<file path="src/rtl/vga_osd_pkg.sv">
// vga_osd_pkg: opcodes, sizing defaults and FSM encoding shared by the OSD bitmap writer.
package vga_osd_pkg;
    localparam int DEF_FRAME_BITS = 208000;
    localparam int DEF_ADDR_W = 19;
    localparam logic [1:0] OP_NOP = 2'b00;
    localparam logic [1:0] OP_SET_PTR = 2'b01;
    localparam logic [1:0] OP_WRITE_BYTE = 2'b10;
    localparam logic [1:0] OP_FILL = 2'b11;
    typedef enum logic [1:0] {IDLE, SHIFT, FILL} stateT;
endpackage

</file>
<file path="src/rtl/vga_osd_bit_ptr.sv">
// vga_osd_bit_ptr: bit address counter that wraps from FRAME_BITS-1 back to 0.
module vga_osd_bit_ptr
    import vga_osd_pkg::*;
#(
    parameter int FRAME_BITS = DEF_FRAME_BITS,
    parameter int ADDR_W = DEF_ADDR_W
) (
    input  logic              iCLK,
    input  logic              iRST_N,
    input  logic              iClr,
    input  logic              iLoad,
    input  logic [ADDR_W-1:0] iLoadVal,
    input  logic              iInc,
    output logic [ADDR_W-1:0] oPtr
);
    localparam logic [ADDR_W-1:0] LAST = ADDR_W'(FRAME_BITS - 1);

    always_ff @(posedge iCLK or negedge iRST_N) begin
        if (!iRST_N) oPtr <= '0;
        else if (iClr) oPtr <= '0;
        else if (iLoad) oPtr <= iLoadVal;
        else if (iInc) oPtr <= (oPtr == LAST) ? '0 : oPtr + 1'b1;
    end
endmodule

</file>
<file path="src/rtl/vga_osd_writer.sv">
// vga_osd_writer: turns host commands (set pointer, write byte, fill frame)
// into a one-bit-per-cycle write stream for the OSD bitmap RAM.
module vga_osd_writer
    import vga_osd_pkg::*;
#(
    parameter int FRAME_BITS = DEF_FRAME_BITS,
    parameter int ADDR_W = DEF_ADDR_W
) (
    input  logic              iCLK,
    input  logic              iRST_N,
    input  logic              iCMD_VALID,
    output logic              oCMD_READY,
    input  logic [1:0]        iCMD_OP,
    input  logic [ADDR_W-1:0] iCMD_ARG,
    output logic              oWR_DATA,
    output logic [ADDR_W-1:0] oWR_ADDR,
    output logic              oWR_EN,
    output logic              oBUSY,
    output logic              oERR
);
    localparam logic [ADDR_W-1:0] LAST = ADDR_W'(FRAME_BITS - 1);

    stateT state;
    logic [7:0] shiftReg;
    logic [2:0] bitCnt;
    logic [ADDR_W-1:0] ptr, loadVal;
    logic accept, ptrLoad, ptrInc, ptrClr;

    assign oCMD_READY = state == IDLE;
    assign oBUSY = state != IDLE;
    assign accept = iCMD_VALID && oCMD_READY;

    // FILL reuses ptr as its sweep counter: address 0 goes out on accept, so ptr starts at 1
    always_comb begin
        ptrClr = state == FILL && ptr == LAST;
        ptrLoad = accept && (iCMD_OP == OP_FILL || (iCMD_OP == OP_SET_PTR && iCMD_ARG <= LAST));
        loadVal = (iCMD_OP == OP_FILL) ? ADDR_W'(1) : iCMD_ARG;
        ptrInc = state != IDLE || (accept && iCMD_OP == OP_WRITE_BYTE);
    end

    vga_osd_bit_ptr #(.FRAME_BITS(FRAME_BITS), .ADDR_W(ADDR_W)) bitPtr (
        .iCLK(iCLK),
        .iRST_N(iRST_N),
        .iClr(ptrClr),
        .iLoad(ptrLoad),
        .iLoadVal(loadVal),
        .iInc(ptrInc),
        .oPtr(ptr)
    );

    always_ff @(posedge iCLK or negedge iRST_N) begin
        if (!iRST_N) begin
            state <= IDLE;
            shiftReg <= '0;
            bitCnt <= '0;
            oWR_EN <= 1'b0;
            oWR_DATA <= 1'b0;
            oWR_ADDR <= '0;
            oERR <= 1'b0;
        end else begin
            oERR <= 1'b0;
            oWR_EN <= 1'b0;
            case (state)
                IDLE: if (accept) begin
                    case (iCMD_OP)
                        OP_SET_PTR: oERR <= iCMD_ARG > LAST;
                        OP_WRITE_BYTE: begin
                            oWR_EN <= 1'b1;
                            oWR_ADDR <= ptr;
                            oWR_DATA <= iCMD_ARG[7];
                            shiftReg <= {iCMD_ARG[6:0], 1'b0};
                            bitCnt <= 3'd1;
                            state <= SHIFT;
                        end
                        OP_FILL: begin
                            oWR_EN <= 1'b1;
                            oWR_ADDR <= '0;
                            oWR_DATA <= iCMD_ARG[0];
                            state <= FILL;
                        end
                        default: ;
                    endcase
                end
                SHIFT: begin
                    oWR_EN <= 1'b1;
                    oWR_ADDR <= ptr;
                    oWR_DATA <= shiftReg[7];
                    shiftReg <= shiftReg << 1;
                    bitCnt <= bitCnt + 3'd1;
                    if (bitCnt == 3'd7) state <= IDLE;
                end
                FILL: begin
                    oWR_EN <= 1'b1;
                    oWR_ADDR <= ptr;
                    if (ptr == LAST) state <= IDLE;
                end
                default: state <= IDLE;
            endcase
        end
    end
endmodule
</file>
<file path="config.mk">
export PLATFORM = sky130hd
export DESIGN_NAME = vga_osd_writer
export DESIGN_NICKNAME = d
export VERILOG_FILES = /design/src/rtl/vga_osd_pkg.sv /design/src/rtl/vga_osd_bit_ptr.sv /design/src/rtl/vga_osd_writer.sv
export SDC_FILE = /design/constraint.sdc
export NUM_CORES = 1
export LEC_CHECK = 0
export CORE_MARGIN = 4
export CORE_UTILIZATION = 45
export DETAILED_ROUTE_END_ITERATION = 16
export DONT_BUFFER_PORTS = 1
export SKIP_LAST_GASP = 1
export SLEW_MARGIN = 20
export SYNTH_ARGS = -nofsm -noshare
export SYNTH_HDL_FRONTEND = slang
export SYNTH_SLANG_ARGS = --single-unit
</file>
<file path="constraint.sdc">
create_clock -name iCLK -period 2.4 [get_ports iCLK]
set_input_delay 0.24 -clock iCLK [delete_from_list [all_inputs] [get_ports iCLK]]
set_output_delay 0.24 -clock iCLK [all_outputs]
set_load 0.01 [all_outputs]
</file>
# Word level (Yosys, flattened, before mapping)
# Index checks and enable logic that the tools add are counted.
[classes]
reduce_logical = 18
n_lt_le_gt_ge = 2
addsub = 2
mux = 28
n_eq_ne = 12
[op_table]
columns = ["cell", "count"]
rows = [
  ["two-way mux 19 bit", 6],
  ["one-hot mux 19 bit (2 select lines)", 2],
  ["adder 19 x 1 -> 19 bit, second input constant", 1],
  ["== test 19 x 18 -> 1 bit, second input constant", 1],
  ["greater-than comparator 19 x 18 -> 1 bit, second input constant", 1],
  ["less-or-equal comparator 19 x 18 -> 1 bit, second input constant", 1],
  ["two-way mux 8 bit", 2],
  ["one-hot mux 8 bit (2 select lines)", 1],
  ["AND reduction 3 bit", 3],
  ["== test 2 bit, second input constant", 3],
  ["two-way mux 1 bit", 6],
  ["two-way mux 2 bit", 3],
  ["two-way mux 3 bit", 2],
  ["inequality test 2 x 1 -> 1 bit, second input constant", 3],
  ["one-hot mux 1 bit (2 select lines)", 3],
  ["one-hot mux 2 bit (3 select lines)", 1],
  ["one-hot mux 3 bit (2 select lines)", 1],
  ["nonzero test 2 bit", 3],
  ["logical AND 1 bit", 5],
  ["== test 2 x 1 -> 1 bit, second input constant", 2],
  ["one-hot mux 2 bit (2 select lines)", 1],
  ["AND reduction 4 bit", 1],
  ["OR reduction 2 bit", 2],
  ["adder 3 x 1 -> 3 bit, second input constant", 1],
  ["6 further kinds", 7],
]
[totals]
register_bits = 54
word_cells = 70
input_bits = 24
output_inout_bits = 24

# Depth between registers and ports, before layout
[depth]
word_depth = 7
ltp_mapped = 9
ltp_nobuf = 8

# Modules after synthesis
# A second synthesis with hierarchy kept.
[hier_totals]
cells_unflattened = 356
hier_area_um2 = 3130.5
[by_module_without_submodules]
columns = ["module", "cells_each", "area_each_um2", "n_inst", "seq_area_each_um2"]
rows = [
  ["vga_osd_writer", 199, 1804.2, 1, 850.8],
  ["vga_osd_bit_ptr", 157, 1326.3, 1, 475.5],
]

# Worst setup path after synthesis
# Ideal clock, no wire load.
[synth_path]
path_kind = "register to register"
from = "reg state[0]"
to = "reg bitPtr.oPtr[17]"
synth_period_minus_slack_ps = 2034
arrival_ps = 1934
stages_incl_launch_ff = 10
t_required_ps = 2299
setup_time_ps = 101
path_slack_ps = 366
n_path_buf = 1
path_cell_list = "dfrtp_1 -> inv_1 -> ha_1 -> nand3_2 -> or2_1 -> a211oi_4 -> buf_2 -> nand2_1 -> o31a_1 -> o32ai_1"
[synth_via]
elab_chain_len = 5
elab_cells_between_ends = 11
classes_between = "eq/ne (1); mux (2); reduce/logical (8)"
[synth_rtl]
columns = ["element", "line", "source"]
rows = [
  ["from (decl)", "vga_osd_writer.sv:23", "stateT state;"],
  ["from (signal assigned)", "vga_osd_writer.sv:53", "state <= IDLE;"],
  ["from (signal assigned)", "vga_osd_writer.sv:73", "state <= SHIFT;"],
  ["from (signal assigned)", "vga_osd_writer.sv:79", "state <= FILL;"],
  ["zero test 2 bit (*)", "vga_osd_writer.sv:29", "assign oCMD_READY = state == IDLE;"],
  ["via oCMD_READY", "vga_osd_writer.sv:12", "output logic oCMD_READY,"],
  ["logical AND 1 bit (*)", "vga_osd_writer.sv:31", "assign accept = iCMD_VALID && oCMD_READY;"],
  ["logical AND 1 bit (on tied branches)", "vga_osd_writer.sv:36, vga_osd_writer.sv:38", ""],
  ["two-way mux 19 bit or logical OR 1 bit (tied branches)", "vga_osd_bit_ptr.sv:21, vga_osd_writer.sv:38", ""],
  ["two-way mux 19 bit or nonzero test 3 bit (tied branches)", "-", ""],
  ["to (signal assigned)", "vga_osd_bit_ptr.sv:21", "else if (iLoad) oPtr <= iLoadVal;"],
  ["to (signal assigned)", "vga_osd_bit_ptr.sv:22", "else if (iInc) oPtr <= (oPtr == LAST) ? '0 : oPtr + 1'b1;"],
  ["to (decl)", "vga_osd_bit_ptr.sv:14", "output logic [ADDR_W-1:0] oPtr"],
]
# Mark *: on every way through the listed nets, which the timed path passes. The rest lies on a longest branch.
# A chain may end at the register's enable or synchronous reset.

# Worst setup path in the final report
[layout_path]
from = "reg bitPtr.oPtr[0]"
to = "reg bitPtr.oPtr[7]"
[layout_via]
elab_chain_len = 5
elab_cells_between_ends = 8
classes_between = "add/sub (1); eq/ne (1); mux (4); reduce/logical (2)"
[layout_rtl]
columns = ["element", "line", "source"]
rows = [
  ["adder 19 x 1 -> 19 bit or == test 19 x 18 -> 1 bit (tied branches)", "vga_osd_bit_ptr.sv:22, vga_osd_writer.sv:35", ""],
  ["two-way mux 19 bit (2 in a row)", "vga_osd_bit_ptr.sv:22", ""],
  ["two-way mux 19 bit", "vga_osd_bit_ptr.sv:21", ""],
  ["two-way mux 19 bit", "vga_osd_bit_ptr.sv:20", "else if (iClr) oPtr <= '0;"],
]
# Several ways; a longest one is shown, not always the timed one. The select of a mux whose other input is x is not followed.

==> flow_metrics.tcl <==
set metrics [dict create \
    top_level_ports 48 \
    grt_overflow 0 \
    crit_path_top_delay_cell "dfrtp_1" \
    cp-start-kind "register" \
    path_class "register to register" \
    crit_path_max_incr_delay_ns 0.45 \
    cts_root_buf "clkbuf_8" \
    tightest_slew_ns 0.615 \
    clkTransAtPathRegs_ns 0.10 \
    grt_usage 0.215 \
    cts_tree "done" \
    num_vias 2838 \
    core_um2 6530 \
    clock_latency_ns 0.30 \
    muxShareOfSynthArea 0.0323 \
    min_period_ns 2.21 \
    drive_gt1_frac 0.119 \
    max-slew-margin-rel 0.587 \
    ant_nets 0 \
    synthAdderAreaFrac 0.0283 \
    hold_violations 0 \
    cts_buffers 5 \
    synth.area.top_cells "dfrtp_1, nand2_1, o21ai_0, mux2i_1, a21oi_1" \
    drt_pass1_iterations 6 \
    fin_util 0.521 \
    synth-compound-area-share 0.236 \
    synth_top_family_by_area "compound AO/OA/AOI/OAI gates" \
    worst_hold_slack_ns 0.0893 \
    rows 29 \
    final_common_cell "nand2_1" \
    grt_pass1_vias 2701 \
    cp.required_ns 2.63 \
    fmax_ghz 0.453 \
    routabilityCongestion 0.942 \
    period_share 0.919 \
    start_util 0.475 \
    path_cells "ha_1, and3_2, and2_1, nand2_2, nand4_1, o31a_1, o22ai_1" \
    routed_wl_mm 8.89 \
    final_cell_mix "nand2_1, dfrtp_1, o21ai_0" \
    die_w_um 91.0 \
    peakVddDrop_mv 0.764 \
    path_delay_family "simple AND/OR/NAND/NOR gates" \
    min-delay-path-class "input port to register" \
    drc 0 \
    fin_worst_skew_ns 0.00514 \
    async_reset_ff_frac 1.00 \
    diodes 0 \
    rsz0062_at_grt "no" \
    fin_nets 392 \
    synth_cells 351 \
    grt_first_pass_wirelength_mm 14.3 \
    synth-edff-count 0 \
    synthesis.nets 382 \
    numClockSinks 53 \
    syn_area_um2 3100 \
    wl_per_cell_um 20.2 \
    multi_input_area_um2 1670 \
    synth_top_cell_by_area "dfrtp_1" \
    cp-end-kind "register" \
    yosys_warnings 0 \
    clk_path_buf_depth 2 \
    outcome "completed" \
    dieArea_um2 8280 \
    area_growth_pct 9.85 \
    cts_max_level 2 \
    antenna_found_initial 0 \
    maxCapViolCount 0 \
    path_max_fanout 9 \
    avgSynthCellArea_um2 8.83 \
    die_h_um 91.0 \
    synth_ff_type "dfrtp_1" \
    ff_latch_area_um2 1330 \
    cts_resized 0 \
    finalSetupViolations 0 \
    top_layer "met4" \
    synth_top_area_frac 0.428 \
    io_buffer_count 0 \
    num-fill-cells 641 \
    grt_max_degree 54 \
    ys_ff_latch 53 \
    synth-xor-area-share 0.00565 \
    drtIter0Drc 302 \
    synth-simple-area-share 0.236 \
    wirelength_met1_mm 3.92 \
    final.setup.tns_ns 0 \
    synth_seq_area_share 0.428 \
    path_buf_inv 0 \
    synth_cell_types 62 \
    dp_hpwl_mm 6.69 \
    dr_wl_met2_mm 3.74 \
    powerDensity_nw_per_um2 1120 \
    final_max_slew_viol_count 0 \
    vias_per_cell 6.46 \
    wl_met3_um 967 \
    p_leak_nw 1.38 \
    critPathArrivalTime_ns 2.43 \
]
worst paths after layout:
check / startpoint / end / slack, ns / cells after the start
worst max-delay path: bitPtr.oPtr[0]$_DFFE_PN0P_ / bitPtr.oPtr[7]$_DFFE_PN0P_ / 0.19 / 7
worst min-delay path: iCMD_ARG[18] / oERR$_DFF_PN0_ / 0.09 / 2
worst max register to register: bitPtr.oPtr[0]$_DFFE_PN0P_ / bitPtr.oPtr[7]$_DFFE_PN0P_ / 0.19 / 7
worst min register to register: shiftReg[1]$_DFFE_PN0P_ / shiftReg[1]$_DFFE_PN0P_ / 0.54 / 2
max in group asynchronous: iRST_N / shiftReg[6]$_DFFE_PN0P_ / 1.73 / 2
min in group asynchronous: iRST_N / bitPtr.oPtr[17]$_DFFE_PN0P_ / 0.45 / 2
synthesized netlist by cell type, drive strengths merged (3+ instances only):
cell	instances
mux2i	10
a32oi	5
and4	4
nor3b	4
nor3	5
dfrtp	53
buf	4
nand3	17
nor4	4
a211oi	5
a22o	4
and2	4
o21ai	35
nand4	4
a32o	6
o2bb2ai	4
a21oi	18
inv	12
nor2b	3
ha	7
o22ai	7
nand2	67
clkbuf	11
nor2	22
and3	4
power by group:
part | internal (mW) | switching (mW)
logic | 0.642 | 1.07
registers | 1.18 | 0.299
clock network | 0.314 | 0.299
total | 2.14 | 1.66
per-layer routing:
layer | global-route usage | vias up
met1 | 0.306 | 1348
met4 | 0.0766 | 0
li1 | - | 1301
met5 | 0 | -
met2 | 0.310 | 162
met3 | 0.0669 | 27
cell type report:
class                      instances  share of cell area
timing repair buffer              18              0.0463
clock inverter                     2              0.0114
multi-input combinational        271               0.490
clock buffer                       6              0.0213
inverter                          12              0.0132
tap                               77              0.0283
sequential                        53               0.390
worst reg2reg max path: cells and delay by family, from the launching register on:
family	cells	cell delay [ns]
AOI/OAI and AO/OA	2	0.48
adders and majority gates	1	0.24
DFF	1	0.45
and+or+nand+nor	4	0.97
cell families (layout without fill, tap and decap cells):
kind of cell | Yosys count | after routing
and+or+nand+nor | 148 | 148
AOI/OAI and AO/OA | 104 | 104
DFF | 53 | 53
buffers and inverters | 27 | 38
muxes | 10 | 10
adders and majority gates | 7 | 7
xor gates and xnor gates | 2 | 2
through the flow:
step / setup WS [ns] / instances / total power, mW / instance area (µm²)
after global placement: 0.334 / 429 / 3.14 / 3260
after floorplan: 0.366 / 351 / 2.62 / 3100
final: 0.195 / 439 / 3.80 / 3400
after CTS: 0.264 / 439 / 3.81 / 3400
after detailed placement: 0.277 / 429 / 3.16 / 3260
after global routing: 0.107 / 439 / 4.11 / 3400
flip-flops by register name (all words and copies together), names as in the netlist:
signal       cells
state            2
bitPtr.oPtr     19
oWR_ADDR        19
bitCnt           3
oERR             1
oWR_DATA         1
oWR_EN           1
shiftReg         7
timing repair:
action                                  4_1_cts  5_1_grt
hold buffers                                  2        0
endpoints found under the hold margin        53        0
setup buffers                                 0        0
endpoints found under the setup margin        0        0
(Power assumes the default switching activity.)
